`src/rtl/steer_en_gen.sv`:
```
// steer_en_gen: rider-presence / steering-enable detector.
// Block-averages qualified left/right load-cell samples, derives weight and
// balance flags from the averages, and runs an IDLE/WAIT/STEER machine that
// enables steering once the rider has stood balanced for a full timer period.
module steer_en_gen #(
  parameter int LD_W         = 12,
  parameter int MIN_RIDER_WT = 'h200,
  parameter int WT_HYST      = 'h40,
  parameter int BAL_SHIFT    = 2,
  parameter int OFF_SHIFT    = 4,
  parameter int AVG_LOG2     = 2,
  parameter int TMR_W        = 26
) (
  input  logic            i_clk,
  input  logic            i_rst,
  input  logic            i_ld_vld,
  input  logic [LD_W-1:0] i_lft_ld,
  input  logic [LD_W-1:0] i_rght_ld,
  output logic            o_en_steer,
  output logic            o_rider_off,
  output logic            o_avg_vld
);

  localparam int ACC_W = LD_W + AVG_LOG2;
  localparam int CNT_W = (AVG_LOG2 > 0) ? AVG_LOG2 : 1;
  localparam int NSMP  = 1 << AVG_LOG2;

  // Hysteresis thresholds on the L+R sum (LD_W+1 bits so the sum cannot wrap).
  localparam int SUM_LO_I = MIN_RIDER_WT - WT_HYST;
  localparam int SUM_HI_I = MIN_RIDER_WT + WT_HYST;
  localparam logic [LD_W:0] SUM_LO = SUM_LO_I[LD_W:0];
  localparam logic [LD_W:0] SUM_HI = SUM_HI_I[LD_W:0];

  localparam logic [1:0] IDLE  = 2'd0;
  localparam logic [1:0] WAIT  = 2'd1;
  localparam logic [1:0] STEER = 2'd2;

  logic [ACC_W-1:0] r_acc_l;
  logic [ACC_W-1:0] r_acc_r;
  logic [CNT_W-1:0] r_smp_cnt;
  logic [LD_W-1:0]  r_avg_l;
  logic [LD_W-1:0]  r_avg_r;
  logic             r_avg_vld;
  logic [1:0]       r_state;
  logic [TMR_W-1:0] r_tmr;

  logic [ACC_W-1:0] w_acc_l_nxt;
  logic [ACC_W-1:0] w_acc_r_nxt;
  logic             w_last_smp;
  logic [LD_W:0]    w_sum;
  logic [LD_W-1:0]  w_diff;
  logic             w_sum_lt;
  logic             w_sum_gt;
  logic             w_unbal;
  logic             w_stepoff;
  logic             w_tmr_full;
  logic             w_tmr_clr;
  logic [1:0]       w_nxt_state;

  assign w_acc_l_nxt = r_acc_l + ACC_W'(i_lft_ld);
  assign w_acc_r_nxt = r_acc_r + ACC_W'(i_rght_ld);
  assign w_last_smp  = (AVG_LOG2 == 0) ? 1'b1 : (r_smp_cnt == CNT_W'(NSMP - 1));

  // Accumulate valid samples; on the block's last sample publish the truncated average.
  always_ff @(posedge i_clk or posedge i_rst) begin
    if (i_rst) begin
      r_acc_l   <= '0;
      r_acc_r   <= '0;
      r_smp_cnt <= '0;
      r_avg_l   <= '0;
      r_avg_r   <= '0;
      r_avg_vld <= 1'b0;
    end else begin
      r_avg_vld <= 1'b0;
      if (i_ld_vld) begin
        if (w_last_smp) begin
          r_avg_l   <= LD_W'(w_acc_l_nxt >> AVG_LOG2);
          r_avg_r   <= LD_W'(w_acc_r_nxt >> AVG_LOG2);
          r_acc_l   <= '0;
          r_acc_r   <= '0;
          r_smp_cnt <= '0;
          r_avg_vld <= 1'b1;
        end else begin
          r_acc_l   <= w_acc_l_nxt;
          r_acc_r   <= w_acc_r_nxt;
          r_smp_cnt <= r_smp_cnt + 1'b1;
        end
      end
    end
  end

  // Weight and balance flags from the averaged samples (exact absolute difference).
  always_comb begin
    w_sum     = {1'b0, r_avg_l} + {1'b0, r_avg_r};
    w_diff    = (r_avg_l >= r_avg_r) ? (r_avg_l - r_avg_r) : (r_avg_r - r_avg_l);
    w_sum_lt  = (w_sum < SUM_LO);
    w_sum_gt  = (w_sum > SUM_HI);
    w_unbal   = ({1'b0, w_diff} > (w_sum >> BAL_SHIFT));
    w_stepoff = ({1'b0, w_diff} > (w_sum - (w_sum >> OFF_SHIFT)));
  end

  assign w_tmr_full = &r_tmr;

  // Next-state decision; weight/balance flags only count on a fresh average.
  always_comb begin
    w_nxt_state = r_state;
    w_tmr_clr   = 1'b0;
    case (r_state)
      IDLE: begin
        if (r_avg_vld && w_sum_gt) w_nxt_state = WAIT;
      end
      WAIT: begin
        if (r_avg_vld && w_sum_lt)      w_nxt_state = IDLE;
        else if (r_avg_vld && w_unbal)  w_tmr_clr   = 1'b1;
        else if (w_tmr_full)            w_nxt_state = STEER;
      end
      STEER: begin
        if (r_avg_vld && w_sum_lt)        w_nxt_state = IDLE;
        else if (r_avg_vld && w_stepoff)  w_nxt_state = WAIT;
      end
      default: w_nxt_state = IDLE;
    endcase
  end

  // State register.
  always_ff @(posedge i_clk or posedge i_rst) begin
    if (i_rst) r_state <= IDLE;
    else       r_state <= w_nxt_state;
  end

  // Balance timer: runs only while staying in WAIT, restarts on entry or imbalance.
  always_ff @(posedge i_clk or posedge i_rst) begin
    if (i_rst) begin
      r_tmr <= '0;
    end else if ((r_state != WAIT) || (w_nxt_state != WAIT) || w_tmr_clr) begin
      r_tmr <= '0;
    end else begin
      r_tmr <= r_tmr + 1'b1;
    end
  end

  assign o_rider_off = (r_state == IDLE);
  assign o_en_steer  = (r_state == STEER);
  assign o_avg_vld   = r_avg_vld;

endmodule

```
`config.mk`:
```
export PLATFORM = sky130hd
export DESIGN_NAME = steer_en_gen
export DESIGN_NICKNAME = d
export VERILOG_FILES = /design/src/rtl/steer_en_gen.sv
export SDC_FILE = /design/constraint.sdc
export NUM_CORES = 1
export LEC_CHECK = 0
export ABC_AREA = 1
export CAP_MARGIN = 40
export CORE_MARGIN = 2
export CORE_UTILIZATION = 50
export CTS_BUF_LIST = sky130_fd_sc_hd__clkbuf_8
export DETAILED_ROUTE_END_ITERATION = 16
export PLACE_DENSITY = 0.68
export SLEW_MARGIN = 20
export SYNTH_ARGS = -nofsm -noshare
export SYNTH_HDL_FRONTEND = slang
export SYNTH_SLANG_ARGS = --single-unit
```
`constraint.sdc`:
```
create_clock -name i_clk -period 4.9 [get_ports i_clk]
set_input_delay 0.98 -clock i_clk [delete_from_list [all_inputs] [get_ports i_clk]]
set_output_delay 0.98 -clock i_clk [all_outputs]
set_load 0.1 [all_outputs]
```
# Word-level counts from Yosys, hierarchy flattened
# Cells that the tools add are included.
# totals
regBits	83
inputBits	27
out_inout_bits	3
elab_cells	52
# classes
addsub	8
n_lt_le_gt_ge	5
eq_ne	5
mux	17
reduce_logical	9
# op_table
op	n
adder 14 x 12 -> 14 bit	2
two-way mux 14 bit	2
adder 26 x 1 -> 26 bit (second input constant)	1
two-way mux 26 bit	1
AND reduction 26 bit	1
subtractor 12 bit	2
two-way mux 2 bit	7
adder 12 x 12 -> 13 bit	1
> comparator 12 x 13 -> 1 bit	1
> comparator 13 x 10 -> 1 bit (second input constant)	1
< comparator 13 x 9 -> 1 bit (second input constant)	1
subtractor 13 x 9 -> 13 bit	1
>= comparator 12 bit	1
> comparator 12 x 11 -> 1 bit	1
two-way mux 12 bit	1
one-hot mux 2 bit (3 select lines)	1
two-way mux 1 bit	5
== test 2 bit (second input constant)	2
logical AND 1 bit	4
inequality test 2 x 1 -> 1 bit (second input constant)	2
adder 2 x 1 -> 2 bit (second input constant)	1
== test 2 x 1 -> 1 bit (second input constant)	1
zero test 2 bit	1
logical OR 1 bit	2
AND reduction 2 bit	1

# Logic depth before layout (Yosys ltp)
# depth
word_depth	11
depth_mapped	30
ltp_nobuf	29

# Least setup slack after synthesis
# Ideal clock, no wire load.
# synth_path
path_kind	flip-flop to flip-flop
start	reg r_avg_l[0]
end	reg r_state[1]
setup_ps	116
arrival_time_ps	3990
required_ps	4784
setup_slack_ps	793
stages_incl_launch_ff	28
path_buffers	0
synth_period_minus_slack_ps	4107
path_cell_list	dfrtp_1 > ha_1 > inv_1 > fa_1 > inv_1 > nand4_1 > nand3_1 > xor2_1 > inv_1 > ha_1 > nand2_1 > o21ai_0 > nand3_1 > o21ai_0 > nand2_1 > nand2_1 > nand2_1 > nand2_1 > nor2_1 > xor2_1 > ha_1 > and3_1 > nand3b_1 > nand2_1 > a21oi_1 > nand3_1 > nand2_1 > nand2_1
# synth_via
elab_chain_len	7
elab_cells_between_ends	20
cone_classes	add/sub (4); order compare (5); mux (7); reduce/logical (4)
# synth_lines
item	line	source
start, declared	41	logic [LD_W-1:0] r_avg_l;
start signal, assigned	77	r_avg_l <= LD_W'(w_acc_l_nxt >> AVG_LOG2);
adder 12 x 12 -> 13 bit, or another cell as far along	94	w_sum = {1'b0, r_avg_l} + {1'b0, r_avg_r};
subtractor 13 x 9 -> 13 bit or two-way mux 12 bit (tied branches)	99, 95	
> comparator 12 x 13 -> 1 bit or > comparator 12 x 11 -> 1 bit (tied branches)	99, 98	
logical AND 1 bit, on equally long branches	119, 114	
two-way mux 2 bit, on equally long branches	119, 114	
two-way mux 2 bit, on equally long branches	118, 113	
one-hot mux 2 bit (3 select lines) (*)	108	case (r_state)
via w_nxt_state[1]	58	logic [1:0] w_nxt_state;
end signal, assigned	128	else r_state <= w_nxt_state;
end, declared	44	logic [1:0] r_state;
# Mark *: on every way through the listed nets, which the timed path passes. The rest lies on a longest branch.
# A chain may end at the register's enable or synchronous reset.

# Worst setup path after layout
# layout_path
start	reg r_avg_r[0]
end	reg r_state[1]
# layout_via
elab_chain_len	7
elab_cells_between_ends	20
cone_classes	add/sub (4); order compare (5); mux (7); reduce/logical (4)
# layout_lines
item	line	source
start, declared	42	logic [LD_W-1:0] r_avg_r;
start signal, assigned	78	r_avg_r <= LD_W'(w_acc_r_nxt >> AVG_LOG2);
adder 12 x 12 -> 13 bit, or another cell as far along	94	
subtractor 13 x 9 -> 13 bit or two-way mux 12 bit (tied branches)	99, 95	
> comparator 12 x 13 -> 1 bit or > comparator 12 x 11 -> 1 bit (tied branches)	99, 98	
logical AND 1 bit, on equally long branches	119, 114	
two-way mux 2 bit, on equally long branches	119, 114	
two-way mux 2 bit, on equally long branches	118, 113	
one-hot mux 2 bit (3 select lines) (*)	108	
via w_nxt_state[1]	58	
# Marks and branches as above.

==> out/results.ini <==
[sta]
fin_tns_setup_ps=0
setup_viol=0
timing.fmax_mhz=231
tightestPinTransition_ps=666
rsz0062_at_grt=false
finalHoldViolCount=0
fin_crit_ps=4330
drv_slew=0
holdWs_ps=475
fin_skew_ps=13.5
max_slew_margin_pct=55.6
min_period_over_period_pct=88.4

[yosys]
synth_ff_type=dfrtp_1
synth_cells=1066
netlist_area_um2=7630
yosysWarnings=0
synth_cell_types=44
synth-seq-cells=83
synth-seq-area-share_pct=27.2
synthArstFlopShare_pct=100
syn_nets=1189
synth_edf_count=0
syn_avg_cell_area_um2=7.16

[clocking]
clk_pin_slew_worst_paths_ps=100
h-tree-depth=3
clk_latency_ps=380
cts.sinks=83
cts_resized=0
post_cts_buffers=0
cts_tree=done
cts_buffers=9
cts_max_path_buffers=2
clock_tree.root_cell=clkbuf_8
holdBufCountCts=0

[worst_setup_path]
critPathCaptureType=flop
start_kind=flop
arrival_ps=4600
required_ps=5170
path_class=reg -> reg
crit_path_max_fanout=4

[finish]
layout_commonest_cell=nand2_1
nets=1218
layout_common_cells=281 x nand2_1, 135 x inv_1, 90 x ha_1, 83 x nand3_1, 83 x dfrtp_1
fin_util_pct=55.5
syn_to_final_growth_pct=9.23
drive_above_1_share_pct=7.00
antenna-diode-count=0
finalNonFillerCells=1288

[detailed_routing]
drt-total-wl_um=16900
viasPerCell=5.20
via_count=6700
ant_nets=0
first_iter_violations=314
drc=0
wl_per_cell_um=13.1
dr.pass1.iters=4

[floorplan]
fp-row-count=45
die_area_um2=16300
initial_core_util_pct=50.8
die_y_um=128
core_area_um2=15000
ios=30
die_w_um=128

[placement]
dp_hpwl_um=13600
io_buffers=29
dp_cells=1272
gp_congestion=0.886

[grt]
globalRouteTotalUtil_pct=22.7
grt_overflow_total=0
antenna_found_initial=0
grt_pass1_vias=6657
grt_max_degree=54
grt_pass1_wl_um=30200

[hold_path]
hold_path_class=reg -> reg

[outcome]
outcome=completed

[job]
cap_violations=0

==> cell type report <==
class	count	area, µm²
clock buffers	10	138
flip-flops and latches	83	2080
multi-input cells	816	4870
well taps	188	235
inverters	146	549
fillers	1479	6700
repair buffers	39	388
clock inverters	6	77.6
==> state kept, by name, indices dropped and copies added (netlist names) <==
name       count
r_avg_l       12
r_tmr         26
r_acc_l       14
r_acc_r       14
r_state        2
o_avg_vld      1
r_avg_r       12
r_smp_cnt      2
==> stage by stage <==
stage | setup WS (ps) | cell area [µm²]
after floorplan | 793 | 7630
after global routing | 45.3 | 8340
after global placement | 620 | 8080
after CTS | 509 | 8340
after detailed placement | 527 | 8120
final | 570 | 8340
==> metal layers <==
layer | track usage [%] | routed length [µm]
met3 | 2.97 | 428
met2 | 36.9 | 7560
met5 | 0 | 0
met4 | 8.92 | 539
met1 | 30.8 | 8320
==> kinds of logic (layout without fill, tap and decap cells) <==
logic type / count (synthesis) / in the layout / share of synthesized area (%)
buffers and inverters: 167 / 201 / 8.95
muxes: 1 / 1 / 0.131
and+or+nand+nor: 505 / 505 / 29.1
adders and majority gates: 96 / 96 / 16.3
DFF: 83 / 83 / 27.2
AOI/OAI and AO/OA: 152 / 152 / 11.1
xor gates and xnor gates: 62 / 62 / 7.11
==> synthesized netlist by cell type (5+ instances only) <==
master	instances	share of area (%)
clkbuf_1	8	0.39
o21ai_0	62	4.1
nor3_1	9	0.59
buf_4	6	0.59
nand2_2	7	0.57
inv_1	136	6.7
fa_1	6	1.6
and2_1	5	0.41
nor2_1	61	3.0
o21bai_1	7	0.69
inv_2	9	0.44
nand3_1	83	5.4
dfrtp_1	83	27
ha_1	90	15
nand4_1	21	1.7
xor2_1	44	5.0
nand2_1	281	14
nor2_2	25	2.0
a21oi_1	57	3.7
xnor2_1	18	2.1
==> critical path, stage by stage (launching register included) <==
cell      delay (ps)
dfrtp_1          410
ha_1             220
inv_1             70
fa_1             420
inv_1             70
nand4_1           90
nand3_1          130
xor2_1           190
inv_1            100
ha_1             360
nand2_1           70
o21ai_1          200
nand3_1          110
o21ai_0          270
nand2_1           80
nand2_1          110
nand2_1           60
nand2_1           90
nor2_1            60
xor2_1           140
ha_1             290
and3_1           200
nand3b_1          90
nand2_1           50
a21oi_1          180
nand3_1          100
nand2_1           60
nand2_1           40
==> final timing paths <==
| path | slack, ps | endpoint | cells after the start | start |
|---|---|---|---|---|
| worst max-delay path | 570 | r_state[1]$_DFF_PP0_ | 27 | r_avg_r[0]$_DFFE_PP0P_ |
| worst min register to register | 470 | r_tmr[0]$_DFF_PP0_ | 1 | r_tmr[0]$_DFF_PP0_ |
| max in group asynchronous | 2900 | r_avg_l[1]$_DFFE_PP0P_ | 3 | i_rst |
| min in group asynchronous | 940 | r_tmr[4]$_DFF_PP0_ | 2 | i_rst |
| worst max register to register | 570 | r_state[1]$_DFF_PP0_ | 27 | r_avg_r[0]$_DFFE_PP0P_ |
| worst min-delay path | 470 | r_tmr[0]$_DFF_PP0_ | 1 | r_tmr[0]$_DFF_PP0_ |
Power is left out: the tool's default activity adds up to more than one toggle a clock period on the data nets, which glitch-free logic cannot reach.
